<file path="src/rtl/reg_scoreboard.sv">
// Register-write scoreboard: per-register in-flight write counters between issue and
// writeback, producing the issue stall and busy/pending status for the hazard logic.
module reg_scoreboard #(
  parameter int unsigned CNT_W = 2
) (
  input  logic        clk_i,
  input  logic        rst_i,
  input  logic        flush_i,
  input  logic        issue_valid_i,
  input  logic        issue_we_i,
  input  logic [4:0]  issue_rd_i,
  input  logic [4:0]  issue_rs_i,
  input  logic [4:0]  issue_rt_i,
  input  logic        issue_use_rt_i,
  input  logic        wb_valid_i,
  input  logic [4:0]  wb_rd_i,
  output logic        stall_o,
  output logic        issue_ack_o,
  output logic [31:0] busy_o,
  output logic [5:0]  pending_o,
  output logic        err_o
);

  localparam int unsigned NREG   = 32;
  localparam int unsigned PEND_W = 6;
  localparam int unsigned SUM_W  = 16;
  localparam logic [CNT_W-1:0] CNT_MAX = '1;
  localparam logic [SUM_W-1:0] PEND_SAT = SUM_W'(63);

  logic [CNT_W-1:0]  cnt_q [NREG];
  logic [CNT_W-1:0]  cnt_d [NREG];
  logic [NREG-1:0]   busy_q, busy_d;
  logic [PEND_W-1:0] pend_q, pend_d;
  logic              err_q, err_d;

  logic rs_pend, rt_pend, rd_full, raw, wb_nz, wb_hits_rd;
  logic [SUM_W-1:0] sum;

  // A writeback retiring the last in-flight write releases the register in the same cycle.
  always_comb begin
    wb_nz      = wb_valid_i && (wb_rd_i != 5'd0);
    wb_hits_rd = wb_valid_i && (wb_rd_i == issue_rd_i);
    rs_pend = (issue_rs_i != 5'd0) && (cnt_q[issue_rs_i] != '0) &&
              !(wb_valid_i && (wb_rd_i == issue_rs_i) && (cnt_q[issue_rs_i] == CNT_W'(1)));
    rt_pend = (issue_rt_i != 5'd0) && (cnt_q[issue_rt_i] != '0) &&
              !(wb_valid_i && (wb_rd_i == issue_rt_i) && (cnt_q[issue_rt_i] == CNT_W'(1)));
    rd_full = issue_we_i && (issue_rd_i != 5'd0) && (cnt_q[issue_rd_i] == CNT_MAX) &&
              !wb_hits_rd;
    raw         = rs_pend || (issue_use_rt_i && rt_pend);
    stall_o     = issue_valid_i && (raw || rd_full);
    issue_ack_o = issue_valid_i && !stall_o;
  end

  // Next-state counters, sticky error and registered status.
  always_comb begin
    err_d = err_q;
    for (int unsigned r = 0; r < NREG; r++) begin
      cnt_d[r] = cnt_q[r];
    end
    cnt_d[0] = '0;
    if (flush_i) begin
      for (int unsigned r = 1; r < NREG; r++) begin
        cnt_d[r] = '0;
      end
    end else begin
      if (wb_nz && (cnt_q[wb_rd_i] == '0)) begin
        err_d = 1'b1;
      end
      for (int unsigned r = 1; r < NREG; r++) begin
        cnt_d[r] = cnt_q[r]
                 + CNT_W'(issue_ack_o && issue_we_i && (issue_rd_i == 5'(r)))
                 - CNT_W'(wb_valid_i && (wb_rd_i == 5'(r)) && (cnt_q[r] != '0));
      end
    end

    sum    = '0;
    busy_d = '0;
    for (int unsigned r = 1; r < NREG; r++) begin
      sum       = sum + SUM_W'(cnt_d[r]);
      busy_d[r] = (cnt_d[r] != '0);
    end
    pend_d = (sum > PEND_SAT) ? PEND_W'(63) : sum[PEND_W-1:0];
  end

  always_ff @(posedge clk_i) begin
    if (rst_i) begin
      for (int unsigned r = 0; r < NREG; r++) begin
        cnt_q[r] <= '0;
      end
      busy_q <= '0;
      pend_q <= '0;
      err_q  <= 1'b0;
    end else begin
      for (int unsigned r = 0; r < NREG; r++) begin
        cnt_q[r] <= cnt_d[r];
      end
      busy_q <= busy_d;
      pend_q <= pend_d;
      err_q  <= err_d;
    end
  end

  assign busy_o    = busy_q;
  assign pending_o = pend_q;
  assign err_o     = err_q;

endmodule

</file>
<file path="config.mk">
export PLATFORM = sky130hd
export DESIGN_NAME = reg_scoreboard
export DESIGN_NICKNAME = d
export VERILOG_FILES = /design/src/rtl/reg_scoreboard.sv
export SDC_FILE = /design/constraint.sdc
export NUM_CORES = 1
export LEC_CHECK = 0
export CAP_MARGIN = 20
export CORE_ASPECT_RATIO = 1.75
export CORE_MARGIN = 5
export CORE_UTILIZATION = 30
export DETAILED_ROUTE_END_ITERATION = 10
export GPL_ROUTABILITY_DRIVEN = 0
export PLACE_DENSITY_LB_ADDON = 0.1
export SYNTH_ARGS = -nofsm -noshare
export SYNTH_HDL_FRONTEND = slang
export SYNTH_SLANG_ARGS = --single-unit
</file>
<file path="constraint.sdc">
create_clock -name clk_i -period 12.4 [get_ports clk_i]
set_input_delay 2.48 -clock clk_i [delete_from_list [all_inputs] [get_ports clk_i]]
set_output_delay 2.48 -clock clk_i [all_outputs]
set_load 0.1 [all_outputs]
</file>
==> summary.txt, run 1 <==
Share of layout cells above drive strength 1 = 9.341%
Crit path max-delay family = adder cells
Startpoint types = input pin
Initial antenna violation count = 0
MaxCap Viol Count = 0
Yosys cell types = 51
Min-Delay Endpoint = err_o
Hold Crit Class = flop to flop
Leak = 4.428 nW
FP Rows = 83
Worst path buffer plus inverter count = 8
Worst reg2reg path depth = 30
Max incr delay on CP = 870 ps
Slew Limit Fails = 0
Routed WL = 31,000 µm
Pwr Density = 71.92 nW/µm²
DRT iter0 DRCs = 376
Final Hold Viols = 0
Unrepaired setup endpoints after global routing = no
Drt drc = 0
Register bit total from synthesis = 100
Syn Area/Cell = 9.196 µm²
Seq/Total Area, Yosys = 22.54%
Detailed Routing Iterations Pass 1 = 5
Fmax achieved = 87.57 MHz
Reg2reg end = pending_o[2]
Clock insertion delay at the later pin of the skew report = 380 ps
Largest net degree at the start of global routing = 80
N_diodes = 0
Clock skew = 13.48 ps
TritonCTS clock tree = built
Worst-margin pin slew = 990.6 ps
Ys flop type = dfxtp_1
CTS buffer count = 9
Clk slew on worst S/H paths = 80 ps
Netlist area before placement = 8884 µm²
Vias per inst = 4.994
Total number of vias = 6,987
I/O Buffers = 66
Vias in the first global route = 7,548
Finish-stage setup viols = 0
Post-DP HPWL = 25,080 µm
Chip Width = 140.1 µm
Critical Path RT = 12,620 ps
Number of routed nets with antenna violations = 0
Number of synthesized flops with an enable pin = 0
Status = complete, no violations
Routed len/inst = 22.16 µm
Area delta synth->final = 15.32%
Fin nets = 1,168
Final min period = 11,420 ps
Htree depth = 3
Worst Hold Depth = 2
IO Count = 68
First-pass GRT wire length = 47,310 µm
CP max FO = 21
Post-CTS setup buffer count = 0
CP most frequent cell = fa_1
Clock sinks = 100
Critical setup path kind = input pin to flop
Critical Path Sink Type = flop
Relative slew slack = 33.75%
Asr flop ratio synth = 0%
Max Buffers Root-to-Sink = 2
Crit share post-route = 92.09%
Hold Buf Count CTS = 0
GRT Overall Usage = 19.08%
Setup TNS = 0 ps
Crit path arrival time = 11,630 ps
Core Region = 29,290 µm²
Hold path startpoint = err_o
DIE HEIGHT = 237.6 µm
Die area = 33,290 µm²
Root buf cell = clkbuf_16
Resize count post-CTS = 0
YS warnings = 0
Initial Util = 30.33%
Post-Syn Nets = 1,122
R2R Setup Slk = 3580 ps
Pre-CTS setup slack = 553.5 ps
CP max stage cell = clkdlybuf4s50_1
IR drop worst, VDD = 0.06683 mV
Synth Instances = 966
Grt total ovfl = 0
Reg-to-Reg Start = cnt_q[6][0]
Setup WS post-layout = 981.1 ps
placed cells by master, fill, tap and decap left out, drive strengths merged, types with 23 or more instances in the layout:
master         synthesis  routed
mux4                  46      46
fa                    57      57
buf                   21      23
nor3                  63      63
clkdlybuf4s50          0      65
nand2b                69      69
inv                  146     149
nor2                 104     104
ha                    72      72
xnor2                 68      68
a21oi                 48      48
dfxtp                100     100
cell type report:
class                      count  area [µm²]
timing repair buffer          88       823.3
multi-input combinational    667        6076
inverter                     146       548.0
clock inverter                 6       78.83
sequential                   100        2002
clock buffer                  10       239.0
tap                          382       478.0
fill                        3084       19040
synth_stat cells, drive strengths merged, types with 5 or more instances:
cell type,n,area share [%]
inv,146,6.2
mux2i,17,1.9
nor2b,9,0.63
fa,57,13
nand2b,69,4.9
mux2,8,1.0
nor2,104,4.4
a21oi,48,2.7
xnor2,68,6.7
xor2,14,1.4
nand3,12,0.68
nand2,20,0.85
dfxtp,100,23
a22oi,5,0.42
mux4,46,12
nor3,63,3.5
buf,21,1.5
clkbuf,32,1.4
ha,72,10
worst max-delay path by stage:
| stage | from | endpoint | cells after the start |
|---|---|---|---|
| 2_1_floorplan | issue_rd_i[0] | pending_o[1] | 31 |
| 3_3_place_gp | issue_rs_i[2] | pending_o[0] | 31 |
| 3_5_place_dp | issue_rs_i[2] | pending_o[2] | 32 |
| 4_1_cts | issue_rs_i[2] | pending_o[2] | 32 |
| 5_1_grt | issue_rs_i[2] | pending_o[0] | 32 |
| 6_report | issue_rs_i[2] | pending_o[2] | 31 |
worst register-to-register path: cells and delay by family, from the launching register on:
family | cells | cell delay, ps
and+or+nand+nor | 3 | 370
AOI/OAI and AO/OA | 8 | 2250
adders and majority gates | 9 | 4060
xor gates and xnor gates | 2 | 340
muxes | 1 | 460
DFF | 1 | 470
buffers and inverters | 7 | 690
per-stage QoR:
stage               hold WS [ps]  utilization, %  area [µm²]  total power, W  std cells
global placement           504.3           33.90        9927       0.0004316       1383
CTS                        522.8           34.98       10240       0.0007513       1399
global route               574.0           34.98       10240       0.0007688       1399
floorplan                  616.0               -        8884       0.0003970        966
finish                     530.3           34.98       10240       0.0007368       1399
detailed placement         500.0           33.90        9927       0.0004307       1383
sequential cells by signal, summed over array words and instances (netlist names):
name	count
cnt_q	62
busy_o	31
pending_o	6
err_o	1
per-layer routing:
| metal | up-vias | track usage, % | wire [µm] |
|---|---|---|---|
| met5 | - | 0 | 0 |
| met4 | 0 | 8.816 | 1413 |
| met3 | 61 | 2.858 | 1065 |
| met2 | 190 | 34.63 | 16440 |
| met1 | 3439 | 21.88 | 12080 |
| li1 | 3297 | - | - |
power by group:
part	switching, W	internal, W
registers	0.000000770	0.000322
clock network	0.000147	0.000167
logic	0.0000647	0.0000359
total	0.000213	0.000524
kinds of logic after synthesis:
group,Yosys count,share of synthesized area [%]
compound gates,85,5.944
fa+ha+maj,129,22.99
mux,71,14.59
other cells,1,0.04221
simple gates,299,16.75
flops,100,22.54
xor+xnor,82,8.085
buf+inv,199,9.070
(Power assumes the default switching activity.)
==> run 2, diff against run 1 <==
Settings changed: DONT_BUFFER_PORTS set to 1.
==> run 2 against run 1 <==
Compared with the run above: cell count fell by 6.2%; sequential share of layout area rose by 1.6 points; die area did not move; combinational power down 51%; global-route usage down 0.36 points; worst hold slack improved by 210 ps.
==> summary.txt, run 2 (same netlist as run 1, synthesis figures left out) <==
Status = complete, no violations
Routed len/inst = 23.27 µm
Startpoint types = input pin
CP most frequent cell = fa_1
Share of layout cells above drive strength 1 = 7.957%
Leak = 4.097 nW
Htree depth = 3
Crit path max-delay family = adder cells
DRT iter0 DRCs = 463
Post-DP HPWL = 24,500 µm
Resize count post-CTS = 0
Pre-CTS setup slack = 1430 ps
Slew Limit Fails = 0
Crit share post-route = 84.31%
Worst path buffer plus inverter count = 4
Area delta synth->final = 6.479%
FILL cells = 3,108
Largest register FFs = 62
CP max stage cell = nor4_1
CTS buffer count = 9
Total number of vias = 6,610
Final Hold Viols = 0
CP max FO = 17
Biggest register = cnt_q
Die area = 33,290 µm²
Clock sinks = 100
Critical Path Sink Type = flop
Core Region = 29,290 µm²
Clk slew on worst S/H paths = 70 ps
Finish-stage setup viols = 0
First-pass GRT wire length = 46,310 µm
Drt drc = 0
Setup TNS = 0 ps
Detailed Routing Iterations Pass 1 = 7
N_diodes = 0
Grt total ovfl = 0
Initial Util = 30.33%
Critical setup path kind = input pin to flop
Clock insertion delay at the later pin of the skew report = 370 ps
Pwr Density = 75.42 nW/µm²
Fmax achieved = 95.65 MHz
Unrepaired setup endpoints after global routing = no
Non-Filler Instances = 1,312
Commonest cells after routing, fill and taps aside = inv_1, nor2_1, dfxtp_1
Post-CTS setup buffer count = 0
FP Rows = 83
Worst-margin pin slew = 1060 ps
Crit path arrival time = 10,690 ps
I/O Buffers = 0
Clock skew = 11.82 ps
Vias per inst = 5.038
Final min period = 10,450 ps
Max incr delay on CP = 630 ps
Chip Width = 140.1 µm
Max Buffers Root-to-Sink = 2
Initial antenna violation count = 0
R2R Setup Slk = 3740 ps
Vias in the first global route = 7,085
TritonCTS clock tree = built
Dpl cells = 1,296
Root buf cell = clkbuf_16
Routed WL = 30,530 µm
GRT Overall Usage = 18.73%
Largest net degree at the start of global routing = 101
PnR Total Power = 0.0007134 W
MaxCap Viol Count = 0
IO Count = 68
Number of routed nets with antenna violations = 0
Critical Path RT = 12,640 ps
DIE HEIGHT = 237.6 µm
Commonest non-fill, non-tap cell in the layout = inv_1
Setup WS post-layout = 1945 ps
Fin nets = 1,081
Final Core Density = 32.30%
Relative slew slack = 29.26%
Hold Crit Class = flop to flop
IR drop worst, VDD = 0.06176 mV
Hold Buf Count CTS = 0
run 2: cell count changes in the layout (fill, tap and decap cells not counted), sizes merged:
cell	change
clkinv	-1
clkinvlp	+1
buf	-22
inv	-1
clkbuf	-1
clkdlybuf4s50	-65
bufinv	+2
run 2: worst paths after layout:
check / from / cells after the start / end
max: wb_rd_i[2] / 28 / pending_o[3]
min: cnt_q[30][1] / 3 / cnt_q[30][1]
min reg2reg: cnt_q[30][1] / 3 / cnt_q[30][1]
max reg2reg: cnt_q[2][1] / 27 / pending_o[3]
run 2: power by group:
part / internal, W / switching, W
clock network: 0.000198 / 0.000138
registers: 0.000322 / 0.00000596
logic: 0.0000229 / 0.0000263
run 2: tightest hold or removal path, stage by stage (launching register included):
cell and delay [ps]:
dfxtp_1 390, xnor2_1 160, nand2b_1 100, nor2_1 50
run 2: routing by layer:
layer	share of wire [%]	routed length, µm	GRT usage, %
met5	0	0	0
met4	3.3	1013	6.935
met3	3.3	1010	2.576
met2	54	16480	34.77
met1	39	12020	21.66
run 2: layout make-up:
class	instances	area, µm²	share of cell area (%)
multi-input cells	667	6078	64.26
flip-flops and latches	100	2002	21.16
inverters	146	548.0	5.794
well taps	382	478.0	5.053
clock buffers	9	225.2	2.381
clock inverters	7	120.1	1.270
repair buffers	1	7.507	0.07937
run 2: metrics by stage:
step / area (µm²) / hold WS, ps
5_1_grt: 9459 / 781.1
4_1_cts: 9459 / 747.2
3_3_place_gp: 9114 / 740.7
3_5_place_dp: 9114 / 729.2
2_1_floorplan: 8884 / 616.0
6_report: 9459 / 743.9
==> run 3, diff against run 2 <==
Clock period 12.4 ns to 10.4 ns, I/O delays scaled along.
==> run 3 against run 2 <==
Compared with the run above: sequential power grew 19%; highest routed layer unchanged; clock power shrank 1%; critical path depth grew 2; cell count grew 1.8%; first-iteration DRC count shrank 4.8%; largest cell class unchanged; total power grew 10%.
==> summary.txt, run 3 (same netlist as run 1, synthesis figures left out) <==
Root buf cell = clkbuf_16
Fin nets = 1,104
R2R Setup Slk = 2260 ps
Clk slew on worst S/H paths = 70 ps
Leak = 4.168 nW
DIE HEIGHT = 237.6 µm
Drt drc = 0
Slew Limit Fails = 0
Biggest register = cnt_q
Commonest cells after routing, fill and taps aside = inv_1, nor2_1, dfxtp_1
Hold Crit Class = flop to flop
Final Instance Area = 9580 µm²
Clock skew = 11.64 ps
Reg2reg end = pending_o[5]
Setup TNS = 0 ps
N_diodes = 0
Vias in the first global route = 7,364
CP most frequent cell = fa_1
Largest net degree at the start of global routing = 101
Finish-stage setup viols = 0
IO Count = 68
Final hold slack = 740.8 ps
Busiest grt layer = met2
Worst-margin pin slew = 1096 ps
FP Rows = 83
Critical Path Sink Type = flop
Post-DP HPWL = 24,990 µm
Final Hold Viols = 0
Post-CTS setup buffer count = 0
TritonCTS clock tree = built
GRT Overall Usage = 19.20%
First-pass GRT wire length = 47,720 µm
Area delta synth->final = 7.845%
Unrepaired setup endpoints after global routing = no
CP startpoint = issue_rs_i[0]
Crit path arrival time = 9700 ps
Max incr delay on CP = 570 ps
Clock insertion delay at the later pin of the skew report = 370 ps
GR Util met1 = 22.73%
Resize count post-CTS = 0
Met3 Track Usage GR = 3.120%
CP max stage cell = fa_1
Max Buffers Root-to-Sink = 2
MaxCap Viol Count = 0
Fmax achieved = 105.9 MHz
Final min period = 9444 ps
Pwr Density = 81.94 nW/µm²
I/O Buffers = 0
Routed WL = 31,210 µm
Relative slew slack = 26.88%
FILL cells = 3,094
Min-Delay Endpoint = cnt_q[29][1]
Commonest non-fill, non-tap cell in the layout = inv_1
Reg-to-Reg Start = cnt_q[6][1]
Routed len/inst = 23.38 µm
Crit path max-delay family = adder cells
Dpl cells = 1,319
Chip Width = 140.1 µm
Hold Buf Count CTS = 0
Crit share post-route = 90.81%
Grt met2 use = 33.62%
Critical Path RT = 10,650 ps
Detailed Routing Iterations Pass 1 = 4
Initial antenna violation count = 0
Initial Util = 30.33%
DRT iter0 DRCs = 441
Clock sinks = 100
Critical setup path kind = input pin to flop
IR drop worst, VDD = 0.05978 mV
Die area = 33,290 µm²
CTS buffer count = 9
Number of routed nets with antenna violations = 0
CP max FO = 27
Worst Hold Depth = 3
Grt total ovfl = 0
Hold path startpoint = cnt_q[29][1]
Htree depth = 3
Worst path buffer plus inverter count = 7
Worst reg2reg path depth = 30
Final Core Density = 32.71%
Vias per inst = 5.047
Placement Cell Area = 9299 µm²
Non-Filler Instances = 1,335
Startpoint types = input pin
Status = complete, no violations
Share of layout cells above drive strength 1 = 9.969%
Total number of vias = 6,738
Largest register FFs = 62
Core Region = 29,290 µm²
-- run 3: worst max path at each step --
stage	end	slack (ps)	cells after the start
after floorplan	pending_o[1]	850	31
after global placement	pending_o[2]	550	27
after detailed placement	pending_o[2]	560	27
after CTS	pending_o[5]	910	30
after global routing	pending_o[5]	520	31
final	pending_o[5]	960	30
-- run 3: worst register-to-register path, delay by kind of cell (launching register included) --
family | cells | cell delay [ps]
buffers and inverters | 7 | 630
and+or+nand+nor | 2 | 340
DFF | 1 | 410
muxes | 2 | 760
AOI/OAI and AO/OA | 6 | 1210
adders and majority gates | 10 | 4280
xor gates and xnor gates | 3 | 380
-- run 3: area by class of cell --
type	instances	area, µm²	share of cell area [%]
inverters	146	548.0	5.720
repair buffers	24	192.7	2.011
clock inverters	3	21.27	0.2220
clock buffers	13	260.3	2.716
multi-input cells	667	6078	63.45
flip-flops and latches	100	2002	20.90
well taps	382	478.0	4.989
-- run 3: routing by layer --
layer,wire length (µm),share of wire (%),vias up
li1,-,-,3150
met5,0,0,-
met4,1519,4.9,0
met2,16060,51,187
met3,1346,4.3,63
met1,12290,39,3338
-- run 3: per-stage QoR --
step,setup WS [ps],total power (W)
floorplan,852.4,0.0004734
global placement,548.4,0.0004623
detailed placement,563.8,0.0004616
CTS,909.9,0.0007989
global route,524.9,0.0008151
finish,955.7,0.0007850
-- run 3: report_power, final --
part | internal (W) | switching [W] | total [W]
clock | 0.000176 | 0.000156 | 0.000332
combinational | 0.0000291 | 0.0000328 | 0.0000618
sequential | 0.000384 | 0.00000713 | 0.000391
total | 0.000589 | 0.000196 | 0.000785
